`src/rtl/fakeram7_dp_arbiter_if.sv`:
```
// Requester-side bundle for the fakeram7 dual-port arbiter.
// Flattened per-requester lanes; requester i owns slice i.
interface fakeram7_dp_arbiter_if #(
  parameter int NUM_REQ    = 4,
  parameter int BITS       = 32,
  parameter int ADDR_WIDTH = 9
);
  logic [NUM_REQ-1:0]            req_valid;
  logic [NUM_REQ-1:0]            req_ready;
  logic [NUM_REQ-1:0]            req_we;
  logic [NUM_REQ*ADDR_WIDTH-1:0] req_addr;
  logic [NUM_REQ*BITS-1:0]       req_wdata;
  logic [NUM_REQ*BITS-1:0]       req_wmask;
  logic [NUM_REQ-1:0]            rsp_valid;
  logic [NUM_REQ*BITS-1:0]       rsp_rdata;

  modport master (
    output req_valid, req_we, req_addr,
    output req_wdata, req_wmask,
    input  req_ready, rsp_valid, rsp_rdata
  );

  modport slave (
    input  req_valid, req_we, req_addr,
    input  req_wdata, req_wmask,
    output req_ready, rsp_valid, rsp_rdata
  );
endinterface

```
`src/rtl/fakeram7_dp_arbiter.sv`:
```
// Round-robin sharing of one fakeram7 dual-port macro.
// Up to two grants per cycle (A then B), 1-cycle read return.
module fakeram7_dp_arbiter #(
  parameter int BITS       = 32,
  parameter int WORD_DEPTH = 512,
  parameter int ADDR_WIDTH = 9,
  parameter int NUM_REQ    = 4
) (
  input  logic                  clk,
  input  logic                  rst_n,
  fakeram7_dp_arbiter_if.slave  bus,
  output logic                  ram_ce,
  output logic [ADDR_WIDTH-1:0] ram_addr_A,
  output logic [ADDR_WIDTH-1:0] ram_addr_B,
  output logic                  ram_we_A,
  output logic                  ram_we_B,
  output logic [BITS-1:0]       ram_wd_A,
  output logic [BITS-1:0]       ram_wd_B,
  output logic [BITS-1:0]       ram_wmask_A,
  output logic [BITS-1:0]       ram_wmask_B,
  input  logic [BITS-1:0]       ram_rd_A,
  input  logic [BITS-1:0]       ram_rd_B
);
  localparam int AW = (WORD_DEPTH > 1) ? ADDR_WIDTH : 1;
  localparam int N  = NUM_REQ;
  localparam int PW = $clog2(N);

  logic [PW-1:0]     rr_q, rr_d;
  logic [N-1:0]      rd_a_q, rd_a_d;
  logic [N-1:0]      rd_b_q, rd_b_d;
  logic [N*BITS-1:0] hold_q;

  logic [N-1:0]      g_a, c_b, g_b;
  logic [AW-1:0]     a_addr, b_addr;
  logic              a_we, b_we, confl;
  logic [BITS-1:0]   a_wd, b_wd, a_wm, b_wm;
  logic [PW-1:0]     ia, ib, last;

  // Pure AND/OR scan so an X on a valid bit reaches ce/we.
  always_comb begin : scan
    logic s1, s2;
    int   j;
    s1  = 1'b0;
    s2  = 1'b0;
    g_a = '0;
    c_b = '0;
    for (int k = 0; k < N; k++) begin
      j = int'(rr_q) + k;
      if (j >= N) j -= N;
      g_a[j] = bus.req_valid[j] & ~s1;
      c_b[j] = bus.req_valid[j] & s1 & ~s2;
      s2 = s2 | (s1 & bus.req_valid[j]);
      s1 = s1 | bus.req_valid[j];
    end
  end

  always_comb begin
    a_addr = '0; a_we = 1'b0;
    a_wd   = '0; a_wm = '0;
    b_addr = '0; b_we = 1'b0;
    b_wd   = '0; b_wm = '0;
    ia     = '0; ib   = '0;
    for (int i = 0; i < N; i++) begin
      a_addr |= bus.req_addr[i*AW +: AW] & {AW{g_a[i]}};
      a_we   |= bus.req_we[i] & g_a[i];
      a_wd   |= bus.req_wdata[i*BITS +: BITS] & {BITS{g_a[i]}};
      a_wm   |= bus.req_wmask[i*BITS +: BITS] & {BITS{g_a[i]}};
      b_addr |= bus.req_addr[i*AW +: AW] & {AW{c_b[i]}};
      b_we   |= bus.req_we[i] & c_b[i];
      b_wd   |= bus.req_wdata[i*BITS +: BITS] & {BITS{c_b[i]}};
      b_wm   |= bus.req_wmask[i*BITS +: BITS] & {BITS{c_b[i]}};
      ia     |= PW'(i) & {PW{g_a[i]}};
      ib     |= PW'(i) & {PW{c_b[i]}};
    end
  end

  // B never skips ahead: a conflicting candidate just idles port B.
  assign confl = (a_addr == b_addr) & (a_we | b_we);
  assign g_b   = c_b & {N{~confl}};

  assign bus.req_ready = g_a | g_b;
  assign ram_ce        = |g_a;
  assign ram_addr_A    = a_addr;
  assign ram_we_A      = a_we;
  assign ram_wd_A      = a_wd;
  assign ram_wmask_A   = a_wm;
  assign ram_addr_B    = b_addr & {AW{~confl}};
  assign ram_we_B      = b_we & ~confl;
  assign ram_wd_B      = b_wd & {BITS{~confl}};
  assign ram_wmask_B   = b_wm & {BITS{~confl}};

  assign last = (|g_b) ? ib : ia;
  assign rr_d = ram_ce
              ? ((last == PW'(N-1)) ? '0 : last + 1'b1)
              : rr_q;

  assign rd_a_d = g_a & {N{~a_we}};
  assign rd_b_d = g_b & {N{~ram_we_B}};

  assign bus.rsp_valid = rd_a_q | rd_b_q;

  always_comb begin
    bus.rsp_rdata = hold_q;
    for (int i = 0; i < N; i++) begin
      if (rd_a_q[i])
        bus.rsp_rdata[i*BITS +: BITS] = ram_rd_A;
      else if (rd_b_q[i])
        bus.rsp_rdata[i*BITS +: BITS] = ram_rd_B;
    end
  end

  always_ff @(posedge clk or negedge rst_n) begin
    if (!rst_n) begin
      rr_q   <= '0;
      rd_a_q <= '0;
      rd_b_q <= '0;
      hold_q <= '0;
    end else begin
      rr_q   <= rr_d;
      rd_a_q <= rd_a_d;
      rd_b_q <= rd_b_d;
      hold_q <= bus.rsp_rdata;
    end
  end
endmodule

```
`src/flat_wrapper.sv`:
```
// flat-port wrapper written by rule: the top's interface ports become plain ports
module fakeram7_dp_arbiter_flat 
#(
  parameter int BITS       = 32,
  parameter int WORD_DEPTH = 512,
  parameter int ADDR_WIDTH = 9,
  parameter int NUM_REQ    = 4
)
  (clk, rst_n, ram_ce, ram_addr_A, ram_addr_B, ram_we_A, ram_we_B, ram_wd_A, ram_wd_B, ram_wmask_A, ram_wmask_B, ram_rd_A, ram_rd_B, bus_req_valid, bus_req_we, bus_req_addr, bus_req_wdata, bus_req_wmask, bus_req_ready, bus_rsp_valid, bus_rsp_rdata);
  fakeram7_dp_arbiter_if #(.NUM_REQ(NUM_REQ), .BITS(BITS), .ADDR_WIDTH(ADDR_WIDTH)) bus_i ();
  input  logic clk;
  input  logic rst_n;
  output logic ram_ce;
  output logic [ADDR_WIDTH-1:0] ram_addr_A;
  output logic [ADDR_WIDTH-1:0] ram_addr_B;
  output logic ram_we_A;
  output logic ram_we_B;
  output logic [BITS-1:0] ram_wd_A;
  output logic [BITS-1:0] ram_wd_B;
  output logic [BITS-1:0] ram_wmask_A;
  output logic [BITS-1:0] ram_wmask_B;
  input  logic [BITS-1:0] ram_rd_A;
  input  logic [BITS-1:0] ram_rd_B;
  input wire logic [$bits(bus_i.req_valid)-1:0] bus_req_valid;
  input wire logic [$bits(bus_i.req_we)-1:0] bus_req_we;
  input wire logic [$bits(bus_i.req_addr)-1:0] bus_req_addr;
  input wire logic [$bits(bus_i.req_wdata)-1:0] bus_req_wdata;
  input wire logic [$bits(bus_i.req_wmask)-1:0] bus_req_wmask;
  output wire logic [$bits(bus_i.req_ready)-1:0] bus_req_ready;
  output wire logic [$bits(bus_i.rsp_valid)-1:0] bus_rsp_valid;
  output wire logic [$bits(bus_i.rsp_rdata)-1:0] bus_rsp_rdata;
  assign bus_i.req_valid = bus_req_valid;
  assign bus_i.req_we = bus_req_we;
  assign bus_i.req_addr = bus_req_addr;
  assign bus_i.req_wdata = bus_req_wdata;
  assign bus_i.req_wmask = bus_req_wmask;
  assign bus_req_ready = bus_i.req_ready;
  assign bus_rsp_valid = bus_i.rsp_valid;
  assign bus_rsp_rdata = bus_i.rsp_rdata;
  fakeram7_dp_arbiter #(.BITS(BITS), .WORD_DEPTH(WORD_DEPTH), .ADDR_WIDTH(ADDR_WIDTH), .NUM_REQ(NUM_REQ)) u_core (.clk(clk), .rst_n(rst_n), .bus(bus_i), .ram_ce(ram_ce), .ram_addr_A(ram_addr_A), .ram_addr_B(ram_addr_B), .ram_we_A(ram_we_A), .ram_we_B(ram_we_B), .ram_wd_A(ram_wd_A), .ram_wd_B(ram_wd_B), .ram_wmask_A(ram_wmask_A), .ram_wmask_B(ram_wmask_B), .ram_rd_A(ram_rd_A), .ram_rd_B(ram_rd_B));
endmodule
```
`config.mk`:
```
export PLATFORM = sky130hd
export DESIGN_NAME = fakeram7_dp_arbiter_flat
export DESIGN_NICKNAME = d
export VERILOG_FILES = /design/src/rtl/fakeram7_dp_arbiter_if.sv /design/src/rtl/fakeram7_dp_arbiter.sv /design/src/flat_wrapper.sv
export SDC_FILE = /design/constraint.sdc
export NUM_CORES = 1
export LEC_CHECK = 0
export CORE_AREA = 2 2 252 254
export CTS_CLUSTER_DIAMETER = 200
export DETAILED_ROUTE_END_ITERATION = 8
export DIE_AREA = 0 0 254 256
export HOLD_SLACK_MARGIN = 0.15
export PLACE_DENSITY = 0.43
export SLEW_MARGIN = 0
export SYNTH_ARGS = -nofsm -noshare
export SYNTH_HDL_FRONTEND = slang
export SYNTH_SLANG_ARGS = --single-unit
export TNS_END_PERCENT = 50
```
`constraint.sdc`:
```
create_clock -name clk -period 4.79 [get_ports clk]
set_clock_uncertainty 0.05 [all_clocks]
set_input_delay 0.479 -clock clk [delete_from_list [all_inputs] [get_ports clk]]
set_output_delay 0.479 -clock clk [all_outputs]
set_load 0.05 [all_outputs]
```
## After elaboration in Yosys (flattened, before gate mapping)

Cells that the tools add are included.

- Register bits: 138
- Bits of input ports: 366
- Output and inout bits: 285
- Word-level logic and storage cells: 163

- Add/subtract/negate cells: 8
- Magnitude comparators: 12
- Equal/unequal tests: 2
- Multiplexer cells: 39
- Bitwise logic cells: 92
- Reduce and logical (&&, ||, !) cells: 6

Operators with widths:

| kind | number |
|---|---|
| $and 32x32->32 | 18 |
| $mux 32 | 12 |
| $or 32x32->32 | 12 |
| $ge 32x1->1 const B | 4 |
| $lt 32x4->1 const B | 4 |
| $ge 32x4->1 const B | 3 |
| $sub 32x4->32 const B | 3 |
| $and 9x9->9 | 9 |
| $or 9x9->9 | 6 |
| $and 4x4->4 | 5 |
| $bwmux 4 | 5 |
| $and 1x1->1 | 18 |
| $mux 1 | 12 |
| $or 1x1->1 | 10 |
| $eq 9x9->1 | 1 |
| $bmux 1 s2 | 4 |
| $demux 1 s2 | 4 |
| $not 1->1 | 8 |
| $or 4x4->4 | 2 |
| $reduce_or 4->1 | 2 |
| $add 2x2->3 const B | 2 |
| $logic_and 1x1->1 | 4 |
| $mux 2 | 2 |
| $or 1x2->2 | 2 |
| 6 further kinds | 7 |

## Logic depth before layout (Yosys ltp)

- Word-level depth: 24
- Gate-level depth with buffers: 17
- Depth with buffers taken out: 13

## Least setup slack after synthesis

Ideal clock, no wire load.

- Path kind: reg-to-output
- Start: register u_core.rr_q[0]
- End: output bus_req_ready[0]
- Arrival: 5.078 ns
- Data required time: 4.261 ns
- Slack: -0.817 ns
- Cell stages (with the launch flop): 15
- Buffers on the path: 3
- Cells stage by stage: dfrtp_1 > buf_6 > inv_1 > ha_1 > mux4_2 > or4b_4 > a222oi_1 > buf_4 > a32o_1 > a221o_1 > xnor2_1 > and4_4 > nor4b_4 > buf_2 > o21ai_0

- Elaborated cells between the ends (all ways): 104
- Classes of those cells: add/sub (7); order compare (12); eq/ne (1); mux (29); bitwise (51); reduce/logical (4)

RTL lines:

| element | line | text |
|---|---|---|
| from (decl) | fakeram7_dp_arbiter.sv:28 | `logic [PW-1:0] rr_q, rr_d;` |
| from (signal assigned) | fakeram7_dp_arbiter.sv:119 | `rr_q <= rr_d;` |
| branches (longest 10 deep; another with $sub 32x4->32) | - |  |
| $bwmux 4 (*) | fakeram7_dp_arbiter.sv:50 | `g_a[j] = bus.req_valid[j] & ~s1;` |
| $and 9x9->9 | fakeram7_dp_arbiter.sv:64 | `a_addr \|= bus.req_addr[i*AW +: AW] & {AW{g_a[i]}};` |
| $or 9x9->9 (2 in a row) | fakeram7_dp_arbiter.sv:64 |  |
| $or 9x9->9 (*) | fakeram7_dp_arbiter.sv:64 |  |
| via ram_addr_A[3] | flat_wrapper.sv:14 | `output logic [ADDR_WIDTH-1:0] ram_addr_A;` |
| $eq 9x9->1 (*) | fakeram7_dp_arbiter.sv:78 | `assign confl = (a_addr == b_addr) & (a_we \| b_we);` |
| $and 1x1->1 (*) | fakeram7_dp_arbiter.sv:78 |  |
| $not 1->1 (*) | fakeram7_dp_arbiter.sv:79 | `assign g_b = c_b & {N{~confl}};` |
| $and 4x4->4 (*) | fakeram7_dp_arbiter.sv:79 |  |
| $or 4x4->4 (*) | fakeram7_dp_arbiter.sv:81 | `assign bus.req_ready = g_a \| g_b;` |
| to (decl) | flat_wrapper.sv:29 | `output wire logic [$bits(bus_i.req_ready)-1:0] bus_req_ready;` |

Mark *: on every way through the listed nets, which the timed path passes. The select of a mux whose other input is x is not followed.

## Worst setup path in the final report

- Start: register u_core.rr_q[0]
- End: output ram_wd_B[0]

- Cells in the longest elaborated chain, start to end: 20
- Elaborated cells between the ends (all ways): 110
- Classes of those cells: add/sub (7); order compare (12); eq/ne (1); mux (29); bitwise (57); reduce/logical (4)

RTL lines:

| element | line | text |
|---|---|---|
| branches (longest 19 deep; another with $sub 32x4->32) | - |  |
| $and 32x32->32 (*) | fakeram7_dp_arbiter.sv:89 | `assign ram_wd_B = b_wd & {BITS{~confl}};` |
| to (decl) | flat_wrapper.sv:19 | `output logic [BITS-1:0] ram_wd_B;` |

Every way passes the cells marked *. The select of a mux whose other input is x is not followed.

==> flow_metrics.py <==
metrics = {
    "run_status": {
        "status": "finished, violations left",
        "violations": "negative setup slack",
    },
    "worst_setup_path": {
        "worstPathBufferInverterCount": 6,
        "critPathSlowestCell": "mux4_2",
        "crit_type": "reg -> out",
        "slowest_delay_ns": 0.54,
        "start_kind": "flop",
        "cp_cell_sequence": "inv_4 -> ha_4 -> mux4_2 -> or4b_4 -> buf_4 -> a22oi_1 -> and2_4 -> a221o_2 -> xor2_2 -> or4_4 -> nor4b_4 -> buf_4 -> buf_12 -> clkbuf_16 -> a21oi_2 -> buf_6",
        "cpMostUsedCell": "buf_4",
        "r2r_start": "u_core.rr_q[0]",
        "r2r_cells": 16,
        "cp_top_family": "simple AND/OR/NAND/NOR gates",
        "startpoint": "u_core.rr_q[0]",
        "setup.worst_path.end_class": "output port",
        "worstPathArrival_ns": 4.74,
        "worst-r2r-setup-slack_ns": 0.06,
        "crit_cells": 16,
        "crit_required_ns": 4.26,
        "crit_fanout": 8,
    },
    "synth": {
        "avgSynthCellArea_um2": 8.30,
        "yosys.area.top_type": "dfrtp_1",
        "synthArstFlopShare_pct": 100,
        "synth_cells": 1279,
        "synth_edf_count": 0,
        "synth_seq_cells": 138,
        "synth_ff_type": "dfrtp_1",
        "syn_area_um2": 10600,
        "yosysWarnings": 0,
        "synthTopCellsByArea": "dfrtp_1, a22oi_1, mux2i_1",
        "synth_top_area_share_pct": 32.5,
        "syn-num-nets": 1651,
        "ys_seq_area_share_pct": 32.5,
        "yosysUniqueCellTypes": 60,
    },
    "layout": {
        "area_growth_pct": 98.9,
        "drive_gt1_share_pct": 22.5,
        "mostFrequentLayoutCells": "clkdlybuf4s50_1, a22oi_1, nand2_1, o21ai_0, dfrtp_1",
        "final_common_cell": "clkdlybuf4s50_1",
        "final_cells": 2827,
        "final_util_pct": 33.9,
        "nets": 2334,
    },
    "global_routing": {
        "grt_use_total_pct": 23.3,
        "grt.overflow.total": 0,
        "antenna_found_initial": 14,
        "first_global_vias": 14200,
        "grt_pass1_wl_mm": 109,
        "grt_max_degree": 98,
    },
    "timing": {
        "tns_ns": -30.09,
        "period_share_pct": 110,
        "drv_slew": 0,
        "hold_viol_final": 0,
        "clock.fmax_ghz": 0.190,
        "slew_headroom_pct": 35.3,
        "setup_violations": 78,
        "rsz0062_at_grt": "true",
        "worst_slack_ns": -0.477,
        "fin_crit_ns": 5.27,
        "worstMarginPinSlew_ns": 0.970,
    },
    "run": {
        "maxCapViolations": 0,
    },
    "floorplan": {
        "core_um2": 62400,
        "start_util_pct": 17.0,
        "die-area_um2": 65000,
        "num_io_pins": 651,
        "die_y_um": 256,
        "rows": 92,
        "dieWidth_um": 254,
    },
    "clocking": {
        "clk_path_buf_depth": 2,
        "clk_latency_ns": 0.44,
        "clockRootBuffer": "clkbuf_16",
        "cts_sinks": 138,
        "cts.clk_slew.worst_paths_ns": 0.06,
        "htree_num_levels": 4,
        "numCtsBuffers": 17,
        "cts_tree": "built",
    },
    "placement": {
        "place_hpwl_mm": 63.1,
        "place_inst": 2775,
        "io_buffers": 650,
        "gp_congestion": 0.983,
    },
    "route": {
        "drc_errors": 0,
        "drt-initial-drc-count": 1246,
        "wirelength_mm": 79.0,
        "vias_per_cell": 4.94,
        "ant_nets": 0,
        "post_drt_wl_per_cell_um": 27.9,
        "vias": 14000,
        "drtPass1Iterations": 6,
    },
    "hold_path": {
        "min_path_cells": 2,
        "hold_start": "u_core.hold_q[113]",
        "hold_path_class": "reg -> reg",
    },
}
-- what timing repair did --
item | in CTS | in global routing
hold endpoints to repair | 15 | 0
buffers inserted | 5 | 5
pin swaps | 0 | 1
hold buffers | 1 | 0
gates cloned | 0 | 4
resized for setup | 72 | 23
setup endpoints to repair | 97 | 89
-- final cells by class --
type                       instances  area (um^2)
clock buffer                      22          474
multi-input combinational       1000         7150
clock inverter                    10          186
tap                              846         1060
fill                            6491        41300
inverter                          15         58.8
timing repair buffer             790         8720
antenna                            6         15.0
sequential                       138         3460
-- metrics by stage --
stage / area [um^2] / hold WS [ns] / worst slack, ns
floorplan: 11000 / 0.133 / -0.105
global placement: 19800 / 0.539 / -0.196
detailed placement: 19800 / 0.544 / -0.228
CTS: 20800 / 0.564 / -0.475
global route: 21100 / 0.601 / -0.645
finish: 21100 / 0.561 / -0.477
-- worst min-delay path, cell delays in order, from the launching register on --
cell	delay [ns]
dfrtp_1	0.32
mux2i_1	0.05
o21ai_0	0.19
-- state kept, by name, indices dropped and copies added (netlist names) --
signal and flops:
u_core.hold_q 128, u_core.rd_a_q 4, u_core.rd_b_q 4, u_core.rr_q 2
-- synth_stat cells (all sizes together) (2+ instances only) --
cell type / count
inv: 15
nor4b: 2
a22o: 10
a21oi: 72
mux2i: 128
or4: 3
buf: 23
nor2b: 5
nor2: 23
and3: 4
xor2: 5
o211ai: 2
mux4: 4
o21ai: 149
or2: 8
nand3: 3
nor4: 2
xnor2: 5
dfrtp: 138
a222oi: 4
nor3: 2
nand3b: 6
a22oi: 275
ha: 6
a221o: 9
and2: 9
nand4: 4
a21boi: 5
clkbuf: 103
nand2: 208
a32o: 11
a21o: 3
a31oi: 4
a211oi: 8
nor3b: 4
a221oi: 3
-- metal layers --
layer | wire length [um] | GRT usage [%] | share of wire, % | up-vias
met1 | 29200 | 25.7 | 37 | 6847
met3 | 5920 | 5.89 | 7.5 | 130
li1 | - | - | - | 6256
met2 | 40000 | 41.6 | 51 | 730
met5 | 77 | 0 | 0.097 | -
met4 | 3820 | 10.8 | 4.8 | 12
-- cells by family after synthesis --
kind of cell	after synthesis	synth area share, %
flops	138	32.5
buf+inv	141	5.32
fa+ha+maj	6	0.707
compound gates	562	35.4
mux	133	13.0
simple gates	289	12.1
xor+xnor	10	0.966
-- path summary, 6_finish.rpt --
check / to
max reg2reg: u_core.rr_q[0]
min reg2reg: u_core.hold_q[113]
max in group asynchronous: u_core.hold_q[13]
min in group asynchronous: u_core.hold_q[77]
max: ram_wd_B[0]
min: u_core.hold_q[113]
Power is left out: the tool's default activity adds up to more than one toggle a clock period on the data nets, which glitch-free logic cannot reach.
